`config.mk`:
```
export PLATFORM = sky130hd
export DESIGN_NAME = pc_redirect_unit
export DESIGN_NICKNAME = d
export VERILOG_FILES = /design/src/rtl/pc_redirect_unit_pkg.sv /design/src/rtl/pc_redirect_unit_target_calc.sv /design/src/rtl/pc_redirect_unit.sv
export SDC_FILE = /design/constraint.sdc
export NUM_CORES = 1
export LEC_CHECK = 0
export CAP_MARGIN = 10
export CORE_UTILIZATION = 30
export CTS_CLUSTER_DIAMETER = 200
export DETAILED_ROUTE_END_ITERATION = 8
export HOLD_SLACK_MARGIN = 0.08
export PLACE_DENSITY = 0.52
export SLEW_MARGIN = 20
export SYNTH_ARGS = -nofsm -noshare
export SYNTH_HDL_FRONTEND = slang
export SYNTH_SLANG_ARGS = --single-unit
```
`constraint.sdc`:
```
create_clock -name Clk -period 6.37 [get_ports Clk]
set_clock_uncertainty 0.2 [all_clocks]
set_input_delay 1.274 -clock Clk [delete_from_list [all_inputs] [get_ports Clk]]
set_output_delay 1.274 -clock Clk [all_outputs]
set_load 0.05 [all_outputs]
```
`src/rtl/pc_redirect_unit_pkg.sv`:
```
// Shared encodings for the PC redirect unit: branch/jump decision codes,
// controller states and the sequential fetch step.
package pc_redirect_unit_pkg;

  typedef enum logic [1:0] {
    BAJ_NONE = 2'b00,
    BAJ_BRJ  = 2'b01,
    BAJ_JR   = 2'b10,
    BAJ_ILL  = 2'b11
  } baj_e;

  typedef enum logic [1:0] {
    ST_RUN   = 2'b00,
    ST_HOLD  = 2'b01,
    ST_FLUSH = 2'b10
  } state_e;

  localparam logic [31:0] PC_STEP = 32'd4;

  function automatic logic is_request(input logic [1:0] baj);
    return (baj == BAJ_BRJ) || (baj == BAJ_JR);
  endfunction

endpackage

```
`src/rtl/pc_redirect_unit_target_calc.sv`:
```
// Combinational redirect target: PC-relative branch, pseudo-direct j, or jr
// with the low two bits forced to word alignment.
module redirect_target_calc
  import pc_redirect_unit_pkg::*;
(
  input  logic [1:0]  BranchAndJump,
  input  logic        IsJump,
  input  logic [31:0] DecodePC,
  input  logic [31:0] BranchOffset,
  input  logic [25:0] JumpIndex,
  input  logic [31:0] RegTarget,
  output logic [31:0] target
);

  logic        [31:0] pc_plus4;
  logic signed [31:0] offset_bytes;
  logic               unused_reg_low;

  assign pc_plus4       = DecodePC + PC_STEP;
  assign offset_bytes   = signed'(BranchOffset) <<< 2;
  assign unused_reg_low = ^RegTarget[1:0];

  always_comb begin
    target = pc_plus4;
    case (BranchAndJump)
      BAJ_BRJ: begin
        if (IsJump) target = {pc_plus4[31:28], JumpIndex, 2'b00};
        else        target = pc_plus4 + $unsigned(offset_bytes);
      end
      BAJ_JR:  target = {RegTarget[31:2], 2'b00};
      default: target = pc_plus4;
    endcase
  end

endmodule

```
`src/rtl/pc_redirect_unit.sv`:
```
// Program counter owner: advances sequentially, redirects on taken
// branch/j/jr, defers a redirect across stalls and flushes the wrong path.
module pc_redirect_unit
  import pc_redirect_unit_pkg::*;
#(
  parameter logic [31:0] RESET_PC     = 32'h0000_0000,
  parameter int          FLUSH_CYCLES = 1
)(
  input  logic        Clk,
  input  logic        Reset,
  input  logic        Stall,
  input  logic [1:0]  BranchAndJump,
  input  logic        IsJump,
  input  logic [31:0] DecodePC,
  input  logic [31:0] BranchOffset,
  input  logic [25:0] JumpIndex,
  input  logic [31:0] RegTarget,
  output logic [31:0] PC,
  output logic        Flush,
  output logic        Redirect,
  output logic        Pending,
  output logic        IllegalReq
);

  localparam logic [1:0] CNT_INIT = 2'(FLUSH_CYCLES - 1);

  state_e      state;
  logic [31:0] target;
  logic [31:0] pend_target;
  logic [1:0]  cnt;
  logic        request;

  redirect_target_calc u_target (
    .BranchAndJump (BranchAndJump),
    .IsJump        (IsJump),
    .DecodePC      (DecodePC),
    .BranchOffset  (BranchOffset),
    .JumpIndex     (JumpIndex),
    .RegTarget     (RegTarget),
    .target        (target)
  );

  assign request = is_request(BranchAndJump);

  always_ff @(posedge Clk) begin
    if (Reset) begin
      state       <= ST_RUN;
      PC          <= RESET_PC;
      Flush       <= 1'b0;
      Redirect    <= 1'b0;
      Pending     <= 1'b0;
      IllegalReq  <= 1'b0;
      pend_target <= '0;
      cnt         <= '0;
    end else begin
      Redirect   <= 1'b0;
      IllegalReq <= 1'b0;
      case (state)
        ST_RUN: begin
          IllegalReq <= (BranchAndJump == BAJ_ILL);
          if (request) begin
            if (!Stall) begin
              PC       <= target;
              Redirect <= 1'b1;
              Flush    <= 1'b1;
              cnt      <= CNT_INIT;
              state    <= ST_FLUSH;
            end else begin
              pend_target <= target;
              Pending     <= 1'b1;
              state       <= ST_HOLD;
            end
          end else if (!Stall) begin
            PC <= PC + PC_STEP;
          end
        end
        // The captured target is the only redirect honoured until it lands.
        ST_HOLD: begin
          if (!Stall) begin
            PC       <= pend_target;
            Redirect <= 1'b1;
            Flush    <= 1'b1;
            Pending  <= 1'b0;
            cnt      <= CNT_INIT;
            state    <= ST_FLUSH;
          end
        end
        // Requests seen here come from squashed instructions and are dropped.
        ST_FLUSH: begin
          if (!Stall) begin
            PC <= PC + PC_STEP;
            if (cnt == 2'd0) begin
              Flush <= 1'b0;
              state <= ST_RUN;
            end else begin
              cnt <= cnt - 2'd1;
            end
          end
        end
        default: state <= ST_RUN;
      endcase
    end
  end

endmodule

```
; After elaboration in Yosys (flattened, before gate mapping)
; Index checks and enable logic that the tools add are counted.
[totals]
output_inout_bits = 36
wordCells = 67
input_bits = 128
register_bits = 72
[classes]
add_sub_neg = 4
mux = 30
eq_ne = 12
bitwise_logic = 1
n_reduce_logical = 12
[op_table]
columns = op, count
row1 = 2-to-1 mux 32 bit, 5
row2 = case mux 32 bit (3 select lines), 1
row3 = adder 32 x 3 -> 32 bit (second input constant), 2
row4 = case mux 32 bit (2 select lines), 1
row5 = adder 32 bit, 1
row6 = 2-to-1 mux 2 bit, 9
row7 = AND reduction 4 bit, 4
row8 = inequality test 2 bit (second input constant), 6
row9 = case mux 2 bit (3 select lines), 2
row10 = 2-to-1 mux 1 bit, 9
row11 = == test 2 bit (second input constant), 3
row12 = AND reduction 3 bit, 2
row13 = == test 2 x 1 -> 1 bit (second input constant), 2
row14 = zero test 2 bit, 2
row15 = case mux 1 bit (2 select lines), 2
row16 = inequality test 3 bit (second input constant), 1
row17 = case mux 1 bit (3 select lines), 1
row18 = nonzero test 3 bit, 1
row19 = nonzero test 2 bit, 1
row20 = OR reduction 2 bit, 1
row21 = subtractor 2 x 1 -> 2 bit (second input constant), 1
row22 = logical OR 1 bit, 1
row23 = inverter 1 bit, 1

; Depth between registers and ports, before layout
[depth]
word_depth = 7
mapped_depth = 17
depth_no_buf = 15

; Hierarchy
; A second synthesis with hierarchy kept.
[hier_totals]
cells_unflattened = 993
hier_area_um2 = 7035.5
[by_module_without_submodules]
columns = mod, seq_area_each_um2, area_per_inst_um2, cells_each, n_inst
row1 = pc_redirect_unit, 1441.4, 4179.0, 565, 1
row2 = redirect_target_calc, 0.0, 2856.5, 428, 1

; Least setup slack after synthesis
; No wires, ideal clock.
[synth_path]
path_kind = input to register
start = input DecodePC[8]
end = register pend_target[31]
t_arrival_ns = 4.221
cell_stages = 15
setup_slack_ns = 1.823
required_time_ns = 6.045
path_cell_list = nand4_4 nor4_4 nand3_1 nor2_1 xnor2_1 inv_1 ha_1 clkbuf_1 nand3_1 or3_1 o21ai_0 o21ba_2 o31a_2 a41oi_2 a211oi_2
[synth_via]
elab_chain_cells = 4
[synth_rtl]
columns = item, line_no
row1 = "start, declared", pc_redirect_unit.sv:14  ; input logic [31:0] DecodePC,
row2 = adder 32 x 3 -> 32 bit *, pc_redirect_unit_target_calc.sv:19  ; assign pc_plus4 = DecodePC + PC_STEP;
row3 = adder 32 bit, pc_redirect_unit_target_calc.sv:28  ; else target = pc_plus4 + $unsigned(offset_bytes);
row4 = 2-to-1 mux 32 bit, pc_redirect_unit_target_calc.sv:27  ; if (IsJump) target = {pc_plus4[31:28], JumpIndex, 2'b00};
row5 = case mux 32 bit (2 select lines) *, pc_redirect_unit_target_calc.sv:25  ; case (BranchAndJump)
row6 = "end signal, assigned", pc_redirect_unit.sv:69  ; pend_target <= target;
row7 = "end, declared", pc_redirect_unit.sv:29  ; logic [31:0] pend_target;
; Mark *: on every way between the ends. The rest lies on a longest branch, timed or not.
; A chain may end at the register's enable or synchronous reset.

; Worst setup path in the final report
[layout_path]
start = input DecodePC[4]
end = register PC[30]
[layout_via]
elab_chain_cells = 7
[layout_rtl]
columns = item, line_no
row1 = adder 32 x 3 -> 32 bit *, pc_redirect_unit_target_calc.sv:19
row2 = adder 32 bit, pc_redirect_unit_target_calc.sv:28
row3 = 2-to-1 mux 32 bit, pc_redirect_unit_target_calc.sv:27
row4 = case mux 32 bit (2 select lines) *, pc_redirect_unit_target_calc.sv:25
row5 = 2-to-1 mux 32 bit *, pc_redirect_unit.sv:62  ; if (!Stall) begin
row6 = 2-to-1 mux 32 bit *, pc_redirect_unit.sv:61  ; if (request) begin
row7 = case mux 32 bit (3 select lines) *, pc_redirect_unit.sv:58  ; case (state)
row8 = "end signal, assigned", pc_redirect_unit.sv:63  ; PC <= target;
row9 = "end signal, assigned", pc_redirect_unit.sv:74  ; PC <= PC + PC_STEP;
row10 = "end signal, assigned", pc_redirect_unit.sv:80  ; PC <= pend_target;
row11 = "end, declared", pc_redirect_unit.sv:18  ; output logic [31:0] PC,
; Mark *: on every way between the ends. The rest lies on a longest branch, timed or not. The select of a mux whose other input is x is not followed.

==> impl_metrics.ini <==
[layout]
area_delta_synth_final_pct = 29.7
fill_cells = 2310
nNetsFinal = 1213
regArea_um2 = 1440
fin_util = 0.402
fin_cells = 1326
drive_gt1_frac = 0.0564
antennaDiodeCount = 0
multi_input_area_um2 = 5030

[floorplan]
fp.dieH_um = 153
rows = 54
core_area_um2 = 22100
start_util = 0.310
die_area_um2 = 23400
die_x_um = 153
ioPinCount = 164

[route]
antenna_left = 0
drc = 0
drt-vias-per-instance = 5.43
drt_iter0_drc = 478
routed_wl_um = 24300
dr.pass1.iters = 7
num_vias = 7194
wire_per_inst_um = 18.3

[clocking]
cts_made_buffers = 9
cts_tree = yes
clock-sinks = 72
root_buffer = clkbuf_16
clockBufferDepth = 2
cts_hold_buf = 0
postCtsResizedCells = 0
cts-htree-levels = 3
path_clk_slew_ns = 0.06
post_cts_buffers = 0
clk_latency_ns = 0.33

[timing]
fmax_mhz = 186
finalSetupViolCount = 0
rsz0062_at_grt = false
fin_tns_setup_ns = 0
slew_headroom = 0.367
hold_ws_ns = 0.255
hold_viol = 0
post-route-period-util = 0.843
slew_violations = 0
worst_pin_slew_ns = 0.948
period_needed_ns = 5.37

[hold_path]
min_path_cells = 2
hp-class = flip-flop to flip-flop
hold_start = pend_target[3]
holdPathEnd = pend_target[3]

[logic_synthesis]
yosysWarnings = 0
yosys.area.top_type_share = 0.211
ys_top_cells_by_area = dfxtp_1, ha_1, nor2_1, xnor2_1, a21oi_1
async_reset_ff_frac = 0
syn_inst = 915
yosys_register_bits = 72
synth_edf_count = 0
synth_ff_type = dfxtp_1
synthDistinctLibCells = 86
synthesis.area_um2 = 6840
yosysSeqAreaShare = 0.211
synth_area_per_cell_um2 = 7.48
syn-num-nets = 1086
synth_area_leader_cell = dfxtp_1

[status]
status = complete, no violations

[critical_path]
r2r_setup_slack_ns = 3.32
path_common_cell = a21o_1
critPathSlowestCell = clkdlybuf4s50_1
r2r_cells = 11
worst_ep_required_time_ns = 6.36
crit_chain = clkdlybuf4s50_1, and4_1, and3_1, nand4_1, xnor2_1, ha_1, a21o_1, a21o_1, a2111oi_0, nor4_1, a311o_1, mux2i_1, o31ai_1, a211oi_1
cp_top_family = compound AO/OA/AOI/OAI gates
crit_fanout = 8
cpPeakStageDelay_ns = 0.55
critPathKind = primary input to flip-flop
rr_startpoint = state[0]
crit_buf_inv = 1
r2r-end = PC[8]
start_kind = primary input
crit_arrival_ns = 5.36
end_kind = flip-flop

[placement]
place_congestion = 0.899
dp_hpwl_um = 18800
place.port_buffers = 159
placed_cells = 1311

[pwr]
irDropWorstVdd_mv = 0.124
p_int_mw = 1.25
p_leak_nw = 3.24
p_comb_frac = 0.507
power.share.switching = 0.437
pwr_density_cell_nw_per_um2 = 251
p_switching_mw = 0.973
clkPwrFrac = 0.211
p_total_mw = 2.23
pwr-share-seq = 0.282

[grt]
grt_max_degree = 64
grt_pass1_vias = 6808
grt_pass1_wl_um = 38400
grt_util_all_layers = 0.207
overflow = 0
antenna_found_initial = 1

[run]
max-cap-violations = 0
## placed cells by master (no fill, tap or decap), drive strengths merged, types with 26 or more instances in the layout
cell           instances
a211oi                31
clkdlybuf4s50        158
o21ai                 43
nor2                 106
dfxtp                 72
nor3                  41
nand4                 26
nand2                 85
a21oi                 72
xnor2                 46
ha                    42
inv                   28
nand3                 32
## state kept, by name, summed over array words and instances, names as in the netlist
| name | flops |
|---|---|
| Flush | 1 |
| cnt | 2 |
| IllegalReq | 1 |
| state | 2 |
| pend_target | 32 |
| Redirect | 1 |
| PC | 32 |
| Pending | 1 |
## kinds of logic (layout without fill, tap and decap cells)
family,Yosys count,count (layout),share of synthesized area
buffers and inverters,84,215,0.0574
XOR/XNOR,70,70,0.0923
multiplexers,11,11,0.0165
flip-flops,72,72,0.211
adder cells (fa/ha/maj),43,43,0.0797
AND/OR/NAND/NOR,354,354,0.255
AO/OA/AOI/OAI,281,281,0.289
## per-layer routing
metal,GRT usage,vias to the layer above,routed length (µm),part of all wire
met5,0,-,17,0.00070
met4,0.0568,2,389,0.016
met2,0.322,224,10700,0.44
met1,0.292,3289,11600,0.48
li1,-,3650,-,-
met3,0.0363,29,1530,0.063
## power by group through the flow
stage          sequential [mW]  combinational, mW  clock [mW]
2_1_floorplan            0.790              0.583           0
3_3_place_gp             0.637               1.12           0
3_5_place_dp             0.637               1.12           0
4_1_cts                  0.628               1.13       0.478
5_1_grt                  0.642               1.22       0.502
6_report                 0.628               1.13       0.470
## tightest hold or removal path, stage by stage (launching register included)
cell and delay [ns]:
dfxtp_1 0.31, nand2_1 0.05, a21oi_1 0.05
## cell type report
| type | count | area share |
|---|---|---|
| multi-input combinational | 759 | 0.566 |
| timing repair buffer | 172 | 0.190 |
| sequential | 72 | 0.162 |
| tap | 280 | 0.0395 |
| clock buffer | 15 | 0.0302 |
| inverter | 28 | 0.0118 |
## synth_stat cells, types with 4 or more instances
library cell	instances
and3_1	5
o21ai_0	42
nand2b_1	9
ha_1	42
a22o_1	7
xnor2_1	45
and4_1	6
o21a_1	7
xor2_1	24
o31ai_1	10
a21oi_1	71
or3_1	6
a21boi_0	4
nor2_1	106
and2_1	10
mux2i_1	9
a222oi_1	5
nor4_1	4
clkbuf_8	4
buf_2	5
or4_1	4
nand3_1	32
dfxtp_1	72
o211ai_1	8
buf_1	5
clkbuf_1	36
nand4_1	24
nand2_1	85
a22oi_1	15
a211oi_1	28
a311oi_1	7
a221oi_1	12
o221a_2	5
nor2b_1	6
inv_1	27
a21o_1	21
nor3_1	40
## through the flow
stage / setup WS, ns / cell area (µm²)
4_1_cts: 1.03 / 8870
5_1_grt: 0.692 / 8870
2_1_floorplan: 1.82 / 6840
3_3_place_gp: 0.612 / 8610
3_5_place_dp: 0.724 / 8610
6_report: 0.997 / 8870
## worst max path at each step
stage / cells after the start / end / slack (ns) / start
global route: 14 / PC[30] / 0.69 / DecodePC[4]
CTS: 14 / PC[30] / 1.03 / DecodePC[4]
finish: 14 / PC[30] / 1.0 / DecodePC[4]
detailed placement: 14 / PC[30] / 0.72 / DecodePC[4]
floorplan: 15 / pend_target[31] / 1.82 / DecodePC[8]
global placement: 14 / PC[30] / 0.61 / DecodePC[4]
Power figures use the tool's default switching activity.
